$ cat src/rtl/grad_class_pkg.sv
// ---------------------------------------------------------------------------
// grad_class_pkg
// Shared definitions for the gradient-direction classifier pipeline:
//   - NUM_CLASS    : number of edge classes produced
//   - grad_class_e : class encodings carried on out_class
//   - grad_width() : signed gradient width needed for a given pixel width
//                    and channel count
// ---------------------------------------------------------------------------
package grad_class_pkg;

    localparam int NUM_CLASS = 5;

    typedef enum logic [2:0] {
        CLS_FLAT = 3'd0,   // magnitude below the flatness threshold
        CLS_VPOS = 3'd1,   // vertical-dominant, gy >= 0
        CLS_HPOS = 3'd2,   // horizontal-dominant, gy >= 0
        CLS_VNEG = 3'd3,   // vertical-dominant, gy < 0
        CLS_HNEG = 3'd4    // horizontal-dominant, gy < 0
    } grad_class_e;

    // A 3-pixel sum needs PIX_W+2 bits, the difference of two such sums one
    // more for sign, and accumulating over channels adds clog2(nch).
    function automatic int grad_width(input int pix_w, input int nch);
        return pix_w + 3 + $clog2(nch);
    endfunction

endpackage

$ cat src/rtl/grad_chan_diff.sv
// ---------------------------------------------------------------------------
// grad_chan_diff
// Combinational per-channel gradient terms of one 3x3 window.
// Ports:
//   win : 9 unsigned pixels, pixel k (row-major) at [k*PIX_W +: PIX_W]
//   h   : (P0+P3+P6) - (P2+P5+P8)   left column minus right column
//   v   : (P0+P1+P2) - (P6+P7+P8)   top row minus bottom row
//   x   : P3 - P5                   centre-row horizontal difference
//   y   : P1 - P7                   centre-column vertical difference
// ---------------------------------------------------------------------------
module grad_chan_diff #(
    parameter int PIX_W = 8,
    parameter int GW    = 11
) (
    input  logic        [9*PIX_W-1:0] win,
    output logic signed [GW-1:0]      h,
    output logic signed [GW-1:0]      v,
    output logic signed [GW-1:0]      x,
    output logic signed [GW-1:0]      y
);

    // Zero-extend each pixel into the signed gradient width so all
    // arithmetic below is exact.
    logic signed [GW-1:0] p [9];

    always_comb begin
        for (int k = 0; k < 9; k++) begin
            p[k] = $signed({{(GW - PIX_W){1'b0}}, win[k*PIX_W +: PIX_W]});
        end
    end

    assign h = (p[0] + p[3] + p[6]) - (p[2] + p[5] + p[8]);
    assign v = (p[0] + p[1] + p[2]) - (p[6] + p[7] + p[8]);
    assign x = p[3] - p[5];
    assign y = p[1] - p[7];

endmodule

$ cat src/rtl/grad_class_pipe.sv
// ---------------------------------------------------------------------------
// grad_class_pipe
// Streaming 3-stage edge-direction classifier, one 3x3 multi-channel window
// per beat, with valid/ready flow control, frame tags, a per-frame latched
// flatness threshold and per-frame class histograms.
// Ports:
//   clk, rst_n      : clock, asynchronous active-low reset
//   in_valid/ready  : input handshake (in_ready = global pipeline advance)
//   in_sof/in_eof   : frame tags of the input beat
//   win_in          : window, channel c pixel k at [(c*9+k)*PIX_W +: PIX_W]
//   thr_in          : flat threshold (FRAC_W fractional bits), taken on sof
//   out_valid/ready : output handshake
//   out_class       : class 0..4 (see grad_class_pkg)
//   out_sof/out_eof : frame tags aligned with out_class
//   hist_cnt        : completed-frame class counts, class n at n*CNT_W
//   hist_valid      : one-cycle pulse when hist_cnt has been refreshed
// ---------------------------------------------------------------------------
module grad_class_pipe
    import grad_class_pkg::*;
#(
    parameter int NCH    = 3,
    parameter int PIX_W  = 8,
    parameter int FRAC_W = 8,
    parameter int THR_W  = 16,
    parameter int CNT_W  = 20
) (
    input  logic                         clk,
    input  logic                         rst_n,
    input  logic                         in_valid,
    output logic                         in_ready,
    input  logic                         in_sof,
    input  logic                         in_eof,
    input  logic [NCH*9*PIX_W-1:0]       win_in,
    input  logic [THR_W-1:0]             thr_in,
    output logic                         out_valid,
    input  logic                         out_ready,
    output logic [2:0]                   out_class,
    output logic                         out_sof,
    output logic                         out_eof,
    output logic [NUM_CLASS*CNT_W-1:0]   hist_cnt,
    output logic                         hist_valid
);

    localparam int GW = grad_width(PIX_W, NCH);
    // Magnitude after alignment to the threshold's fixed-point scale, and a
    // compare width wide enough for both operands.
    localparam int MW = GW + 1 + FRAC_W;
    localparam int CW = (MW > THR_W) ? MW : THR_W;

    // -----------------------------------------------------------------------
    // Helper functions
    // -----------------------------------------------------------------------
    // Full-width magnitude: the most negative value maps to 2^(GW-1), which
    // still fits in GW unsigned bits.
    function automatic logic [GW-1:0] abs_gw(input logic signed [GW-1:0] a);
        return a[GW-1] ? $unsigned(-a) : $unsigned(a);
    endfunction

    function automatic logic [2:0] classify(
        input logic [GW:0]      mp,
        input logic [GW-1:0]    ax,
        input logic [GW-1:0]    ay,
        input logic             gy_neg,
        input logic [THR_W-1:0] thr
    );
        logic [CW-1:0] mag;
        logic [CW-1:0] lim;
        mag = CW'(mp) << FRAC_W;
        lim = CW'(thr);
        if (mag < lim)           return CLS_FLAT;
        else if (!gy_neg && ay >= ax) return CLS_VPOS;
        else if (!gy_neg)        return CLS_HPOS;
        else if (ay >= ax)       return CLS_VNEG;
        else                     return CLS_HNEG;
    endfunction

    function automatic logic [CNT_W-1:0] sat_inc(input logic [CNT_W-1:0] c);
        return (c == {CNT_W{1'b1}}) ? c : c + CNT_W'(1);
    endfunction

    // -----------------------------------------------------------------------
    // Flow control: every stage advances together or not at all.
    // -----------------------------------------------------------------------
    logic en;
    logic accept;

    assign en       = !out_valid || out_ready;
    assign in_ready = en;
    assign accept   = in_valid && en;

    // -----------------------------------------------------------------------
    // Stage 1: per-channel h/v/x/y
    // -----------------------------------------------------------------------
    logic signed [GW-1:0] h_c [NCH];
    logic signed [GW-1:0] v_c [NCH];
    logic signed [GW-1:0] x_c [NCH];
    logic signed [GW-1:0] y_c [NCH];

    for (genvar c = 0; c < NCH; c++) begin : g_chan
        grad_chan_diff #(
            .PIX_W (PIX_W),
            .GW    (GW)
        ) u_diff (
            .win (win_in[c*9*PIX_W +: 9*PIX_W]),
            .h   (h_c[c]),
            .v   (v_c[c]),
            .x   (x_c[c]),
            .y   (y_c[c])
        );
    end

    logic signed [GW-1:0] h_p1 [NCH];
    logic signed [GW-1:0] v_p1 [NCH];
    logic signed [GW-1:0] x_p1 [NCH];
    logic signed [GW-1:0] y_p1 [NCH];
    logic [THR_W-1:0]     thr_p1;
    logic [THR_W-1:0]     thr_lat;
    logic                 vld_p1, sof_p1, eof_p1;

    // -----------------------------------------------------------------------
    // Stage 2: channel sums, magnitudes
    // -----------------------------------------------------------------------
    logic signed [GW-1:0] gh, gv, gx, gy;

    always_comb begin
        gh = '0;
        gv = '0;
        gx = '0;
        gy = '0;
        for (int c = 0; c < NCH; c++) begin
            gh = gh + h_p1[c];
            gv = gv + v_p1[c];
            gx = gx + x_p1[c];
            gy = gy + y_p1[c];
        end
    end

    logic [GW:0]      mp_p2;
    logic [GW-1:0]    ax_p2, ay_p2;
    logic             gy_neg_p2;
    logic [THR_W-1:0] thr_p2;
    logic             vld_p2, sof_p2, eof_p2;

    // -----------------------------------------------------------------------
    // Stage 3: classification
    // -----------------------------------------------------------------------
    logic [2:0] cls_p2;

    assign cls_p2 = classify(mp_p2, ax_p2, ay_p2, gy_neg_p2, thr_p2);

    // Datapath registers carry no reset; bubbles are tracked by the valids.
    always_ff @(posedge clk) begin
        if (en) begin
            for (int c = 0; c < NCH; c++) begin
                h_p1[c] <= h_c[c];
                v_p1[c] <= v_c[c];
                x_p1[c] <= x_c[c];
                y_p1[c] <= y_c[c];
            end
            // Each beat carries its own threshold so a new sof only affects
            // itself and the beats behind it.
            thr_p1    <= in_sof ? thr_in : thr_lat;

            mp_p2     <= {1'b0, abs_gw(gh)} + {1'b0, abs_gw(gv)};
            ax_p2     <= abs_gw(gx);
            ay_p2     <= abs_gw(gy);
            gy_neg_p2 <= gy[GW-1];
            thr_p2    <= thr_p1;
        end
    end

    always_ff @(posedge clk or negedge rst_n) begin
        if (!rst_n) begin
            thr_lat   <= '0;
            vld_p1    <= 1'b0;
            sof_p1    <= 1'b0;
            eof_p1    <= 1'b0;
            vld_p2    <= 1'b0;
            sof_p2    <= 1'b0;
            eof_p2    <= 1'b0;
            out_valid <= 1'b0;
            out_sof   <= 1'b0;
            out_eof   <= 1'b0;
            out_class <= 3'd0;
        end else begin
            if (accept && in_sof) begin
                thr_lat <= thr_in;
            end
            if (en) begin
                vld_p1    <= in_valid;
                sof_p1    <= in_valid && in_sof;
                eof_p1    <= in_valid && in_eof;
                vld_p2    <= vld_p1;
                sof_p2    <= sof_p1;
                eof_p2    <= eof_p1;
                out_valid <= vld_p2;
                out_sof   <= sof_p2;
                out_eof   <= eof_p2;
                // Hold the last class across bubbles so undefined stage-2
                // data never reaches the output register.
                if (vld_p2) begin
                    out_class <= cls_p2;
                end
            end
        end
    end

    // -----------------------------------------------------------------------
    // Per-frame class histogram
    // -----------------------------------------------------------------------
    logic [CNT_W-1:0] live     [NUM_CLASS];
    logic [CNT_W-1:0] live_nxt [NUM_CLASS];
    logic             fire;

    assign fire = out_valid && out_ready;

    always_comb begin
        for (int n = 0; n < NUM_CLASS; n++) begin
            live_nxt[n] = (fire && out_class == 3'(n)) ? sat_inc(live[n]) : live[n];
        end
    end

    always_ff @(posedge clk or negedge rst_n) begin
        if (!rst_n) begin
            for (int n = 0; n < NUM_CLASS; n++) begin
                live[n] <= '0;
            end
            hist_cnt   <= '0;
            hist_valid <= 1'b0;
        end else begin
            hist_valid <= 1'b0;
            if (fire && out_eof) begin
                // Publish counts including the eof beat, then restart.
                for (int n = 0; n < NUM_CLASS; n++) begin
                    hist_cnt[n*CNT_W +: CNT_W] <= live_nxt[n];
                    live[n]                    <= '0;
                end
                hist_valid <= 1'b1;
            end else begin
                for (int n = 0; n < NUM_CLASS; n++) begin
                    live[n] <= live_nxt[n];
                end
            end
        end
    end

endmodule
$ cat config.mk
export PLATFORM = sky130hd
export DESIGN_NAME = grad_class_pipe
export DESIGN_NICKNAME = d
export VERILOG_FILES = /design/src/rtl/grad_class_pkg.sv /design/src/rtl/grad_chan_diff.sv /design/src/rtl/grad_class_pipe.sv
export SDC_FILE = /design/constraint.sdc
export NUM_CORES = 2
export LEC_CHECK = 0
export ABC_CLOCK_PERIOD_IN_PS = 12700
export CORE_AREA = 2 2 247 249
export CTS_CLUSTER_SIZE = 28
export DETAILED_ROUTE_END_ITERATION = 7
export DIE_AREA = 0 0 249 251
export PLACE_DENSITY = 0.76
export SYNTH_ARGS = -nofsm -noshare
export SYNTH_HDL_FRONTEND = slang
export SYNTH_HIERARCHICAL = 1
export SYNTH_SLANG_ARGS = --single-unit
export TNS_END_PERCENT = 30
$ cat constraint.sdc
create_clock -name clk -period 12.7 [get_ports clk]
set_input_delay 1.905 -clock clk [delete_from_list [all_inputs] [get_ports clk]]
set_output_delay 1.905 -clock clk [all_outputs]
set_load 0.01 [all_outputs]
# After elaboration in Yosys (flattened, before gate mapping)

Memory sizes are Yosys's and may differ from the RTL's.
Index checks and enable logic that the tools add are counted.

Reduce and logical (&&, ||, !) cells: 17
Magnitude comparators: 2
Equality and inequality tests: 9
$add $sub $neg: 54
Muxes and demuxes: 23

Operator list:

| operator                                             | count |
|---|---|
| 2-to-1 mux 20 bit                                    | 10 |
| adder 13 x 9 -> 13 bit                               | 12 |
| adder 8 x 8 -> 9 bit                                 | 12 |
| adder 13 bit                                         | 8 |
| adder 20 x 1 -> 20 bit (second input constant)       | 5 |
| equality test 20 bit (second input constant)         | 5 |
| 2-to-1 mux 100 bit                                   | 1 |
| subtractor 13 bit                                    | 6 |
| subtractor 8 x 8 -> 9 bit                            | 6 |
| negator 13 bit                                       | 4 |
| 2-to-1 mux 13 bit                                    | 2 |
| 2-to-1 mux 12 bit                                    | 2 |
| < comparator 22 x 16 -> 1 bit                        | 1 |
| 2-to-1 mux 16 bit                                    | 1 |
| adder 13 x 13 -> 14 bit                              | 1 |
| greater-or-equal comparator 13 bit                   | 1 |
| logical AND 1 bit                                    | 12 |
| 2-to-1 mux 3 bit                                     | 4 |
| equality test 3 x 2 -> 1 bit (second input constant) | 2 |
| equality test 3 x 1 -> 1 bit (second input constant) | 1 |
| equality test 3 bit (second input constant)          | 1 |
| logical NOT 3 bit                                    | 1 |
| 2-to-1 mux 1 bit                                     | 3 |
| logical NOT 1 bit                                    | 2 |
| 2 further kinds                                      | 2 |

Output and inout bits: 108
Register bits after elaboration: 302
Bits in writable memories: 156
Bits of input ports: 238
Memories kept: 4
Logic and storage cells: 135

Memory list:

| memory | words | bits a word | read ports | clocked after memory_dff | write ports | RTL line               | text |
|---|---|---|---|---|---|---|---|
| h_p1   | 3     | 13          | 3          | 0                        | 3           | grad_class_pipe.sv:112 | `logic signed [GW-1:0] h_p1 [NCH];` |
| v_p1   | 3     | 13          | 3          | 0                        | 3           | grad_class_pipe.sv:113 | `logic signed [GW-1:0] v_p1 [NCH];` |
| x_p1   | 3     | 13          | 3          | 0                        | 3           | grad_class_pipe.sv:114 | `logic signed [GW-1:0] x_p1 [NCH];` |
| y_p1   | 3     | 13          | 3          | 0                        | 3           | grad_class_pipe.sv:115 | `logic signed [GW-1:0] y_p1 [NCH];` |

# Longest topological paths before layout

An unclocked memory read counts as a cell.

Depth after elaboration: 6
Depth in mapped cells: 20
Depth with buffers taken out: 19

# By module

Netlist, hierarchy kept.

Modules (own cells, without submodules):

| module                             | seq. area each (um^2) | area an instance (um^2) | instances | cells each |
|---|---|---|---|---|
| grad_class_pipe                    | 12607.1               | 21625.7                 | 1         | 1774 |
| grad_chan_diff at g_chan[1].u_diff | 0.0                   | 3284.4                  | 1         | 387 |
| grad_chan_diff at g_chan[2].u_diff | 0.0                   | 3275.6                  | 1         | 388 |
| grad_chan_diff at g_chan[0].u_diff | 0.0                   | 3269.4                  | 1         | 386 |

# Worst setup path before layout

No wires, ideal clock.

Path type: input port to output port
From: input port out_ready
To: output port in_ready
Cell stages on the path: 3
Path buffers: 2
Required time: 10.795 ns
Setup slack: 2.129 ns
Arrival: 8.666 ns
Cell sequence: nand2b_1 clkbuf_1 clkbuf_1

Word-level cells in the longest chain between the ends: 1

Ends and longest elaborated chain:

| what             | RTL line              | text |
|---|---|---|
| start, declared  | grad_class_pipe.sv:36 | `input logic out_ready,` |
| logical OR 1 bit | grad_class_pipe.sv:87 | `assign en = !out_valid \|\| out_ready;` |
| end, declared    | grad_class_pipe.sv:30 | `output logic in_ready,` |

Every way passes these cells.

==> flow_summary.yaml <==
cts:
  cts_buffer_depth: 3
  worstSkewPairLatency_ns: 0.60
  ctsHtreeMaxLevel: 2
  cts_resized: 0
  clk_pin_slew_ns: 0.06
  cts_tree: "done"
  cts_setup_buffers: 0
  numCtsBuffers: 49
  cts-root-buf: "clkbuf_16"
  clkSinkCount: 458
  cts_hold_buffers: 0
worst_setup_path:
  cpLargestDelayFamily: "adder cells"
  path_cells: "clkdlybuf4s50_1, inv_1, fa_1, inv_1, ha_1, fa_1, a21o_1, a21oi_1, o21bai_1, a21oi_1, xor2_1, fa_1, inv_1, ha_1, and2_1, a221oi_1, o21ai_2, a21oi_2, xnor2_1"
  slowest_stage: "fa_1"
  cp_num_cells: 19
  arrival_ns: 6.48
  worstPathMaxFanout: 4
  endpoint_kind: "flip-flop"
  rrSetupSlack_ns: 7.15
  cp_data_required_time_ns: 13.03
  critPathMaxStageDelay_ns: 0.54
  start_kind: "input port"
  criticalPathCategory: "in2reg"
  rr_worst_depth: 18
  r2r-end: "mp_p2[11]"
  r2r_start: "h_p1[0][15]"
  cp.buffers_inverters: 4
place:
  pre_cts_ws_ns: 6.042
  io_buffers: 321
  numPlacedInstances: 3967
  gp_congestion: 0.9501
  hpwl_mm: 66.12
  place_area_um2: 35310
logic_synthesis:
  ys_seq_area_frac: 0.4008
  synth_cell_type_count: 80
  syn_inst: 2935
  yosysTopAreaCell: "edfxtp_1"
  synth_area_leaders: "edfxtp_1 (22%), dfrtp_1 (18%), fa_1 (13%)"
  yosysWarnings: 6
  synth-seq-cells: 458
  synth.avg_cell_area_um2: 10.72
  syn-cell-area_um2: 31460
  synth_fp_nets: 3631
  synthFlopType: "edfxtp_1"
  synth_edf_count: 229
  synth_top_area_frac: 0.2186
  synthArstFlopShare: 0.5000
sta:
  max_freq_mhz: 162.5
  max-slew-margin-rel: 0.2608
  fin_crit_sh: 0.4846
  rsz0062_at_grt: "no"
  setup_tns_ns: 0
  hold_violations: 0
  drv_slew: 0
  layout_setup_ws_ns: 6.545
  finClkSkew_ns: 0.02793
  setup_viol: 0
  worstMarginPinSlew_ns: 1.109
  fin_crit_ns: 6.155
final_layout:
  nets: 3932
  area_delta_synth_final_pct: 17.71
  drive_gt1_frac: 0.05401
  fin_cells: 4067
  final_common_cell: "inv_1"
  design_area_um2: 37030
  layout_common_cells: "inv_1 (360), clkdlybuf4s50_1 (320), nor2_1 (251)"
route:
  ant_nets: 0
  drc: 0
  wirelength_mm: 80.39
  post_drt_wl_per_cell_um: 19.77
  dr.pass1.iters: 6
  drt_iter0_drc: 1470
  vias: 22420
  via_per_inst: 5.514
global_route:
  grt_pass1_wl_mm: 126.6
  gr-total-overflow: 0
  antenna_found_initial: 24
  grt_usage: 0.2608
  grt_pass1_vias: 23000
  grt_max_degree: 105
outcome:
  status: "completed"
min_path:
  worstHoldEndpoint: "thr_p2[10]"
  min_from: "thr_p1[10]"
  min_path_type: "reg2reg"
  hold_depth: 0
die:
  row_count: 90
  ios: 346
  die-area_um2: 62500
  start_util: 0.5261
  die_h_um: 251
  core_um2: 59790
  die_w_um: 249
flow_run:
  drv_cap: 0
-- registers in the layout, indices dropped and copies added (netlist names), 14 cells and up --
| signal | cells |
|---|---|
| thr_p1 | 16 |
| thr_lat | 16 |
| hist_cnt | 100 |
| x_p1 | 39 |
| mp_p2 | 14 |
| y_p1 | 39 |
| h_p1 | 39 |
| thr_p2 | 16 |
| live | 100 |
| v_p1 | 39 |
-- synthesized netlist by cell type (all sizes together), types with 34 or more instances --
cell	count
ha	249
o21ai	165
nor3	56
edfxtp	229
nand2	201
nor2	251
inv	362
mux2	42
dfrtp	229
nand3	86
nand4	35
a21o	51
clkbuf	44
buf	34
xor2	109
fa	209
a21oi	98
xnor2	163
-- kinds of logic after synthesis --
logic type	count (synthesis)	share of synthesized area
AOI/OAI and AO/OA	484	0.1007
and+or+nand+nor	770	0.1151
buffers and inverters	440	0.05636
adders and majority gates	458	0.2321
xor gates and xnor gates	272	0.07645
DFF	458	0.4008
muxes	53	0.01854
-- layout make-up --
class	count	area [um^2]
Clock inverter	23	281.5
Fill cell	4766	22770
Clock buffer	69	1415
Timing Repair Buffer	328	3271
Sequential cell	458	12610
Multi-Input combinational cell	2037	17100
Inverter	362	1359
Antenna cell	8	20.02
Tap cell	782	978.4
-- stage by stage --
stage               utilization  hold slack (ns)
detailed placement       0.5905           0.4045
global route             0.6189           0.4200
global placement         0.5905           0.4032
CTS                      0.6189           0.4157
finish                   0.6192           0.4136
floorplan                     -           0.4003
-- worst max path at each step --
stage / start / end / slack, ns
floorplan: out_ready / in_ready / 2.13
global placement: win_in[25] / h_p1[0][9] / 6.15
detailed placement: win_in[73] / h_p1[0][22] / 6.04
CTS: win_in[73] / h_p1[0][22] / 6.62
global route: win_in[25] / h_p1[0][9] / 6.38
finish: win_in[73] / h_p1[0][22] / 6.55
-- routing by layer --
metal,vias up,global-route usage,part of all wire
met3,161,0.05695,0.069
li1,10620,-,-
met5,-,0,0.0033
met1,10890,0.3508,0.44
met2,704,0.4287,0.46
met4,44,0.07255,0.029
Power is not shown: default switching activity piles up to over one toggle a cycle in this logic, so the estimate is an artifact.
